===== config.mk =====
export PLATFORM = sky130hd
export DESIGN_NAME = cdc_tx_arbiter
export DESIGN_NICKNAME = d
export VERILOG_FILES = /design/src/rtl/cdc_tx_arbiter.sv
export SDC_FILE = /design/constraint.sdc
export NUM_CORES = 1
export LEC_CHECK = 0
export CORE_AREA = 3 3 84 86
export DETAILED_ROUTE_END_ITERATION = 12
export DIE_AREA = 0 0 87 89
export GPL_ROUTABILITY_DRIVEN = 0
export GPL_TIMING_DRIVEN = 0
export PLACE_DENSITY = 0.77
export REMOVE_ABC_BUFFERS = 1
export SYNTH_ARGS = -nofsm -noshare
export SYNTH_HDL_FRONTEND = slang
export SYNTH_SLANG_ARGS = --single-unit

===== constraint.sdc =====
create_clock -name clk -period 1.9 [get_ports clk]
set_input_delay 0.57 -clock clk [delete_from_list [all_inputs] [get_ports clk]]
set_output_delay 0.57 -clock clk [all_outputs]
set_load 0.02 [all_outputs]

===== src/rtl/cdc_tx_arbiter.sv =====
// cdc_tx_arbiter: round-robin, packet-atomic arbiter in front of a CDC channel's valid/ready input.
// Ports:
//   clk, rst                 source-domain clock, synchronous active-high reset
//   req_valid/data/last      per-requester beat inputs (requester i data at [i*DATA_WIDTH +: DATA_WIDTH])
//   req_ready                per-requester accept, only the granted requester sees out_ready
//   out_data/id/last/valid   beat towards the CDC src side, tagged with the granted requester index
//   out_ready                CDC src_ready
//   grant                    registered one-hot grant, zero when idle
//   busy                     high while a packet owns the channel
//   err_burst                one-cycle pulse after a grant was force-released at MAX_BURST
module cdc_tx_arbiter #(
    parameter int NUM_REQ    = 4,
    parameter int DATA_WIDTH = 32,
    parameter int ID_WIDTH   = 2,
    parameter int MAX_BURST  = 16
) (
    input  logic                          clk,
    input  logic                          rst,
    input  logic [NUM_REQ-1:0]            req_valid,
    input  logic [NUM_REQ*DATA_WIDTH-1:0] req_data,
    input  logic [NUM_REQ-1:0]            req_last,
    output logic [NUM_REQ-1:0]            req_ready,
    output logic [DATA_WIDTH-1:0]         out_data,
    output logic [ID_WIDTH-1:0]           out_id,
    output logic                          out_last,
    output logic                          out_valid,
    input  logic                          out_ready,
    output logic [NUM_REQ-1:0]            grant,
    output logic                          busy,
    output logic                          err_burst
);
    localparam int CW = $clog2(MAX_BURST + 1);

    typedef enum logic {IDLE, LOCKED} state_t;

    state_t              state_q, state_d;
    logic [NUM_REQ-1:0]  grant_q, grant_d;
    logic [ID_WIDTH-1:0] gidx_q, gidx_d, last_q, last_d, sel, idx;
    logic [CW-1:0]       cnt_q, cnt_d;
    logic                err_q, err_d, found, g_last, accept;

    // Rotating priority search starting just after the previous owner.
    always_comb begin
        sel   = '0;
        idx   = '0;
        found = 1'b0;
        for (int k = 1; k <= NUM_REQ; k++) begin
            idx = ID_WIDTH'((int'(last_q) + k) % NUM_REQ);
            if (!found && req_valid[idx]) begin
                sel   = idx;
                found = 1'b1;
            end
        end
    end

    // Data mux keyed on the registered index so out_id and out_data always agree.
    always_comb begin
        out_data = '0;
        for (int i = 0; i < NUM_REQ; i++)
            if (gidx_q == ID_WIDTH'(i)) out_data = req_data[i*DATA_WIDTH +: DATA_WIDTH];
    end

    // grant_q is zero in IDLE, which keeps every pass-through path closed there.
    assign g_last    = |(req_last & grant_q);
    assign out_valid = |(req_valid & grant_q);
    assign req_ready = grant_q & {NUM_REQ{out_ready}};
    assign out_last  = busy && (g_last || cnt_q == CW'(MAX_BURST - 1));
    assign accept    = out_valid && out_ready;
    assign busy      = (state_q == LOCKED);
    assign grant     = grant_q;
    assign out_id    = gidx_q;
    assign err_burst = err_q;

    always_comb begin
        state_d = state_q;
        grant_d = grant_q;
        gidx_d  = gidx_q;
        last_d  = last_q;
        cnt_d   = cnt_q;
        err_d   = 1'b0;
        if (state_q == IDLE) begin
            if (found) begin
                state_d = LOCKED;
                gidx_d  = sel;
                grant_d = NUM_REQ'(1) << sel;
                cnt_d   = '0;
            end
        end else if (accept) begin
            cnt_d = cnt_q + 1'b1;
            if (out_last) begin
                state_d = IDLE;
                grant_d = '0;
                last_d  = gidx_q;
                // Release without the requester's own last means the burst cap cut the packet.
                err_d   = !g_last;
            end
        end
    end

    always_ff @(posedge clk) begin
        if (rst) begin
            state_q <= IDLE;
            grant_q <= '0;
            gidx_q  <= '0;
            last_q  <= ID_WIDTH'(NUM_REQ - 1);
            cnt_q   <= '0;
            err_q   <= 1'b0;
        end else begin
            state_q <= state_d;
            grant_q <= grant_d;
            gidx_q  <= gidx_d;
            last_q  <= last_d;
            cnt_q   <= cnt_d;
            err_q   <= err_d;
        end
    end
endmodule


## Yosys cells after proc, flatten, opt, wreduce, memory -nomap -nowiden

Index checks and enable logic that the tools add are counted.

| storage, ports and cells | value |
|---|---|
| bits in registers | 15 |
| input bits | 139 |
| output and inout bits | 46 |
| word-level logic and storage cells | 78 |

| operators by class | value |
|---|---|
| $add $sub $neg | 5 |
| order comparisons | 4 |
| equality and inequality tests | 6 |
| shift-type cells | 1 |
| mux-type cells | 31 |
| bitwise gates (word level) | 6 |
| reduce and logical (&&, ||, !) cells | 19 |

Operators with widths:

| cell | number |
|---|---|
| 2-to-1 mux 32 bit | 4 |
| 2-to-1 mux 4 bit | 4 |
| 2-to-1 mux 5 bit | 3 |
| AND 4 bit | 3 |
| less-than comparator 2 x 3 -> 1 bit, second input constant | 4 |
| 2-to-1 mux 1 bit | 12 |
| OR reduction 4 bit | 3 |
| binary-select mux 1 bit (select 2 bit) | 4 |
| 2-to-1 mux 2 bit | 4 |
| AND reduction 3 bit | 2 |
| adder 5 x 1 -> 5 bit, second input constant | 1 |
| equality test 5 x 4 -> 1 bit, second input constant | 1 |
| logical AND 1 bit | 5 |
| adder 2 x 1 -> 2 bit, second input constant | 2 |
| adder 2 bit, second input constant | 2 |
| equality test 2 bit, second input constant | 2 |
| zero test 1 bit | 4 |
| AND reduction 2 bit | 2 |
| << shifter 1 x 2 -> 4 bit, first input constant | 1 |
| NOT 1 bit | 3 |
| equality test 2 x 1 -> 1 bit, second input constant | 1 |
| zero test 2 bit | 1 |
| != test 2 x 1 -> 1 bit, second input constant | 1 |
| != test 2 bit, second input constant | 1 |
| 2 further kinds | 2 |

## Longest topological paths before layout

| depth | value |
|---|---|
| depth after elaboration | 16 |
| depth in mapped cells | 6 |
| gate-level depth less buffers | 5 |

## Least setup slack after synthesis

No wires, ideal clock.

| path | value |
|---|---|
| kind | register to output |
| start | register gidx_q[0], in the netlist out_id[0] |
| end | output port out_data[10] |
| arrival time | 1.569 ns |
| required time | 1.330 ns |
| slack | -0.239 ns |
| cell stages (with the launch flop) | 4 |
| path buffers | 2 |
| path through | dfxtp_1 buf_2 buf_2 mux4_2 |

| on the way | value |
|---|---|
| longest elaborated chain between the ends | 5 |

RTL lines:

| item | RTL line | source |
|---|---|---|
| from (decl) | 38 | `logic [ID_WIDTH-1:0] gidx_q, gidx_d, last_q, last_d, sel, idx;` |
| from (signal assigned) | 111 | `gidx_q <= gidx_d;` |
| zero test 2 bit | 60 | `if (gidx_q == ID_WIDTH'(i)) out_data = req_data[i*DATA_WIDTH +: DATA_WIDTH];` |
| 2-to-1 mux 32 bit (3 in a row) | 60 |  |
| 2-to-1 mux 32 bit (*) | 60 |  |
| to (decl) | 23 | `output logic [DATA_WIDTH-1:0] out_data,` |

Every way passes the cells marked *; elsewhere a longest branch is shown, timed or not.

## Final worst setup path

| path | value |
|---|---|
| start | register gidx_q[0], in the netlist out_id[0] |
| end | output port out_data[24] |

Same word-level chain as after synthesis.

==> out/qor.txt <==
DIE
---------------------------------------------------------------------------------
Row count ..........................................................           29
CORE AREA ..........................................................     6350 um2
Initial standard-cell utilization of the core ......................        25.2%
Die outline area ...................................................     7740 um2
Width of the chip ..................................................        87 um
I/O pins ...........................................................          185
Y dimension of the die .............................................        89 um

LAYOUT
---------------------------------------------------------------------------------
Final standard cell count with taps included and fillers excluded ..          408
Share of cells above drive strength 1 ..............................        33.6%
Area added between synthesis and finish ............................         128%
Post-Layout Inst Area ..............................................     3640 um2
Net total in the final layout ......................................          469
Final cell utilization of the core .................................        57.3%
Number of fill cells ...............................................          617

LOGIC SYNTHESIS
---------------------------------------------------------------------------------
Share of synthesized area spent on multiplexers ....................        47.7%
Number of different library cells in the post-synthesis netlist ....           35
Post-synthesis sequential area ratio ...............................        18.8%
Largest area contributor in the synthesized netlist ................ sky130_fd_sc_hd__mux4_2
Fraction of post-synthesis cell area in the top cell type by area ..        45.1%
Synth Area in Simple Gates .........................................        16.4%
Synthesized-area fraction occupied by xor and xnor cells ...........       0.548%
Mapped Area ........................................................     1600 um2
Post-synthesis sequential element count ............................           15
Main combinational cell family by area after synthesis ............. multiplexers
Top cells by area, synth ........................................... sky130_fd_sc_hd__mux4_2 (45%), sky130_fd_sc_hd__dfxtp_1 (19%), sky130_fd_sc_hd__nand3b_1 (2.8%)
Synthesized area divided by synthesized cell count .................     11.7 um2
Complex-gate fraction of the synthesized area ......................        9.95%
Cell count after synthesis .........................................          136
Synth Warn # .......................................................            0
Adder and majority cell fraction of the synthesized area ...........        1.57%

PWR
---------------------------------------------------------------------------------
Internal power .....................................................      1110 uW
Relative contribution of combinational cells to total power ........        62.8%
Share of power burned in the clock network .........................        15.8%
Net Switching ......................................................       584 uW
Power density cells ................................................   464 nW/um2
Proportion of total power due to net switching .....................        34.5%
Highest ir drop seen on vdd ........................................       391 uV
Static Leak ........................................................   0.00163 uW
Sequential group share of total power ..............................        21.4%

WORST SETUP PATH
---------------------------------------------------------------------------------
Crit path capture type ............................................. primary output
Element type at the critical path start ............................         flop
Biggest fanout along the worst timing path .........................           13
Crit Path Class ....................................................   reg -> out
Cell count of the worst reg-to-reg path ............................            7
Critical path data arrival time ....................................      1540 ps
Critical path required time ........................................      1330 ps

CLOCKING
---------------------------------------------------------------------------------
Source-to-sink clock delay at the later pin of the worst-skew pair .       250 ps
Number of CTS-inserted buffers .....................................            3
Clock-pin transition on the worst setup and hold timing paths ......        60 ps
Clock Tree Buf Depth ...............................................            2
Number of H-tree levels ............................................            1
Number of sinks handled by clock tree synthesis ....................           15
Count of hold buffers inserted by post-cts repair ..................            0
Library cell used as clock root buffer ............................. sky130_fd_sc_hd__clkbuf_8
Clock tree from TritonCTS ..........................................         done

DRT
---------------------------------------------------------------------------------
Vias ...............................................................         2041
TritonRoute pass-1 iters ...........................................            4
WL/cell ............................................................      19.4 um
Post-detailed-routing wire length ..................................      7.93 mm
Avg Vias per Cell ..................................................         5.00
Residual DRC count .................................................            0
Count of antenna-violating nets left after detailed routing ........            0
Number of DRC markers after the initial detailed-route iteration ...           33

TIMING
---------------------------------------------------------------------------------
Transition time at the pin with the least slew margin ..............       674 ps
Max-slew headroom ..................................................        55.0%
Shortest clock period the worst path allows after layout ...........      2110 ps
Post-layout worst setup margin .....................................      -209 ps
Max-slew violation total from the final report .....................            0
Final period util ..................................................         111%
Setup-failing EPs final ............................................           33
Setup_tns ..........................................................     -5730 ps
Maximum clock frequency ............................................    0.474 GHz
Clock skew .........................................................      2.03 ps
Final Hold Vio Count ...............................................            0
RSZ-0062 raised after global routing ...............................         true

MIN PATH
---------------------------------------------------------------------------------
Hold Path Stages ...................................................            2
Hold WC Path Type ..................................................   reg -> reg

STATUS
---------------------------------------------------------------------------------
Run status ......................................................... complete, but fails checks
Violations in the final reports .................................... setup timing

PLACE
---------------------------------------------------------------------------------
Post-place instance area ...........................................     3480 um2
Post-placement cell count ..........................................          385
Final HPWL DP ......................................................      6.36 mm
Place WS ...........................................................      -799 ps
Count of buffers from port buffering ...............................          184

RUN
---------------------------------------------------------------------------------
Max-capacitance violation count ....................................            0

GLOBAL ROUTING
---------------------------------------------------------------------------------
Overflow left after global routing .................................            0
Global router's overall resource usage .............................        19.7%
Largest net degree at the start of global routing ..................           22
Vias in the first global route .....................................         2103
Antenna violations before repair ...................................            3
Global-route wire length before repair .............................      11.6 mm

-- critical path, cell delays in order, from the launching register on --
cell                      delay [ps]
sky130_fd_sc_hd__dfxtp_4         430
sky130_fd_sc_hd__buf_16          180
sky130_fd_sc_hd__mux4_2          520
sky130_fd_sc_hd__buf_6           150
-- stage by stage --
step	hold slack (ps)	power, uW
after floorplan	442	825
after global placement	460	1400
after detailed placement	463	1410
after CTS	472	1690
after global routing	515	1770
final	491	1690
-- synthesized netlist by cell type --
cell,instances
sky130_fd_sc_hd__mux2_2,1
sky130_fd_sc_hd__o22ai_2,2
sky130_fd_sc_hd__o21a_1,2
sky130_fd_sc_hd__clkbuf_1,5
sky130_fd_sc_hd__a31oi_1,1
sky130_fd_sc_hd__nand3b_1,6
sky130_fd_sc_hd__nand2b_1,4
sky130_fd_sc_hd__buf_2,5
sky130_fd_sc_hd__nor3b_1,2
sky130_fd_sc_hd__mux4_2,32
sky130_fd_sc_hd__and3_1,1
sky130_fd_sc_hd__or2_0,1
sky130_fd_sc_hd__nor3_1,2
sky130_fd_sc_hd__a21oi_1,5
sky130_fd_sc_hd__a21o_1,2
sky130_fd_sc_hd__clkdlybuf4s15_1,1
sky130_fd_sc_hd__a21oi_2,1
sky130_fd_sc_hd__o22ai_1,3
sky130_fd_sc_hd__buf_6,2
sky130_fd_sc_hd__or3_4,1
sky130_fd_sc_hd__ha_1,2
sky130_fd_sc_hd__or3_2,1
sky130_fd_sc_hd__and2_1,4
sky130_fd_sc_hd__nor2_1,9
sky130_fd_sc_hd__mux2i_1,3
sky130_fd_sc_hd__a22oi_1,4
sky130_fd_sc_hd__nor4_1,1
sky130_fd_sc_hd__nand3_1,4
sky130_fd_sc_hd__a211oi_1,2
sky130_fd_sc_hd__nand2_1,8
sky130_fd_sc_hd__xnor2_1,1
sky130_fd_sc_hd__nor3b_2,1
sky130_fd_sc_hd__inv_1,1
sky130_fd_sc_hd__dfxtp_1,15
sky130_fd_sc_hd__or2b_2,1
-- flip-flops by register name (all words and copies together), names as in the netlist --
name / count
busy: 1
err_burst: 1
cnt_q: 5
last_q: 2
grant: 4
out_id: 2
-- final cells by class --
type | instances | area [um2] | area share (%)
sequential | 15 | 310 | 8.53
antenna | 4 | 10.0 | 0.275
timing repair buffer | 200 | 1910 | 52.6
tap | 77 | 96.3 | 2.65
multi-input combinational | 107 | 1260 | 34.7
inverter | 1 | 3.75 | 0.103
clock buffer | 4 | 45.0 | 1.24
-- worst paths after layout --
path / slack (ps) / endpoint / start
worst min register to register: 490 / cnt_q[4]$_SDFFE_PP0P_ / cnt_q[4]$_SDFFE_PP0P_
worst max-delay path: -210 / out_data[24] / out_id[0]$_SDFFE_PP0P_
worst max register to register: 230 / err_burst$_SDFF_PP0_ / grant[0]$_SDFFE_PP0P_
worst min-delay path: 490 / cnt_q[4]$_SDFFE_PP0P_ / cnt_q[4]$_SDFFE_PP0P_
-- per-layer routing --
metal	GRT usage (%)	up-vias	wire length, um
met5	0	-	0
met4	4.39	0	96
met3	3.50	6	598
met2	38.5	98	4380
met1	22.0	997	2850
li1	-	940	-
-- cell families (layout without fill, tap and decap cells) --
kind of cell | Yosys count | in the layout
compound gates | 22 | 22
xor+xnor | 1 | 1
fa+ha+maj | 2 | 2
buf+inv | 14 | 205
flops | 15 | 15
mux | 36 | 36
other cells | 0 | 4
simple gates | 46 | 46
-- layout by cell type, fill, tap and decap left out, types with 5 or more instances in the layout --
| cell type | instances |
|---|---|
| sky130_fd_sc_hd__dlygate4sd2_1 | 136 |
| sky130_fd_sc_hd__buf_6 | 33 |
| sky130_fd_sc_hd__mux4_2 | 32 |
| sky130_fd_sc_hd__dfxtp_1 | 11 |
| sky130_fd_sc_hd__buf_4 | 10 |
| sky130_fd_sc_hd__nor2_1 | 9 |
| sky130_fd_sc_hd__nand2_1 | 8 |
| sky130_fd_sc_hd__nand3b_1 | 6 |
| sky130_fd_sc_hd__a21oi_1 | 5 |
-- power groups by stage --
stage                     registers, uW  clock network (uW)  logic (uW)
after CTS                           369                 269        1050
after detailed placement            385                   0        1030
after global placement              422                   0         974
after floorplan                     418                   0         408
final                               362                 267        1060
after global routing                365                 280        1130
-- what timing repair did --
| action | CTS | global route |
|---|---|---|
| setup endpoints to repair | 54 | 44 |
| gates resized for setup | 373 | 12 |
| pin swaps | 7 | 3 |
| gates cloned | 2 | 0 |
| setup buffers | 9 | 4 |
(Power assumes the default switching activity.)
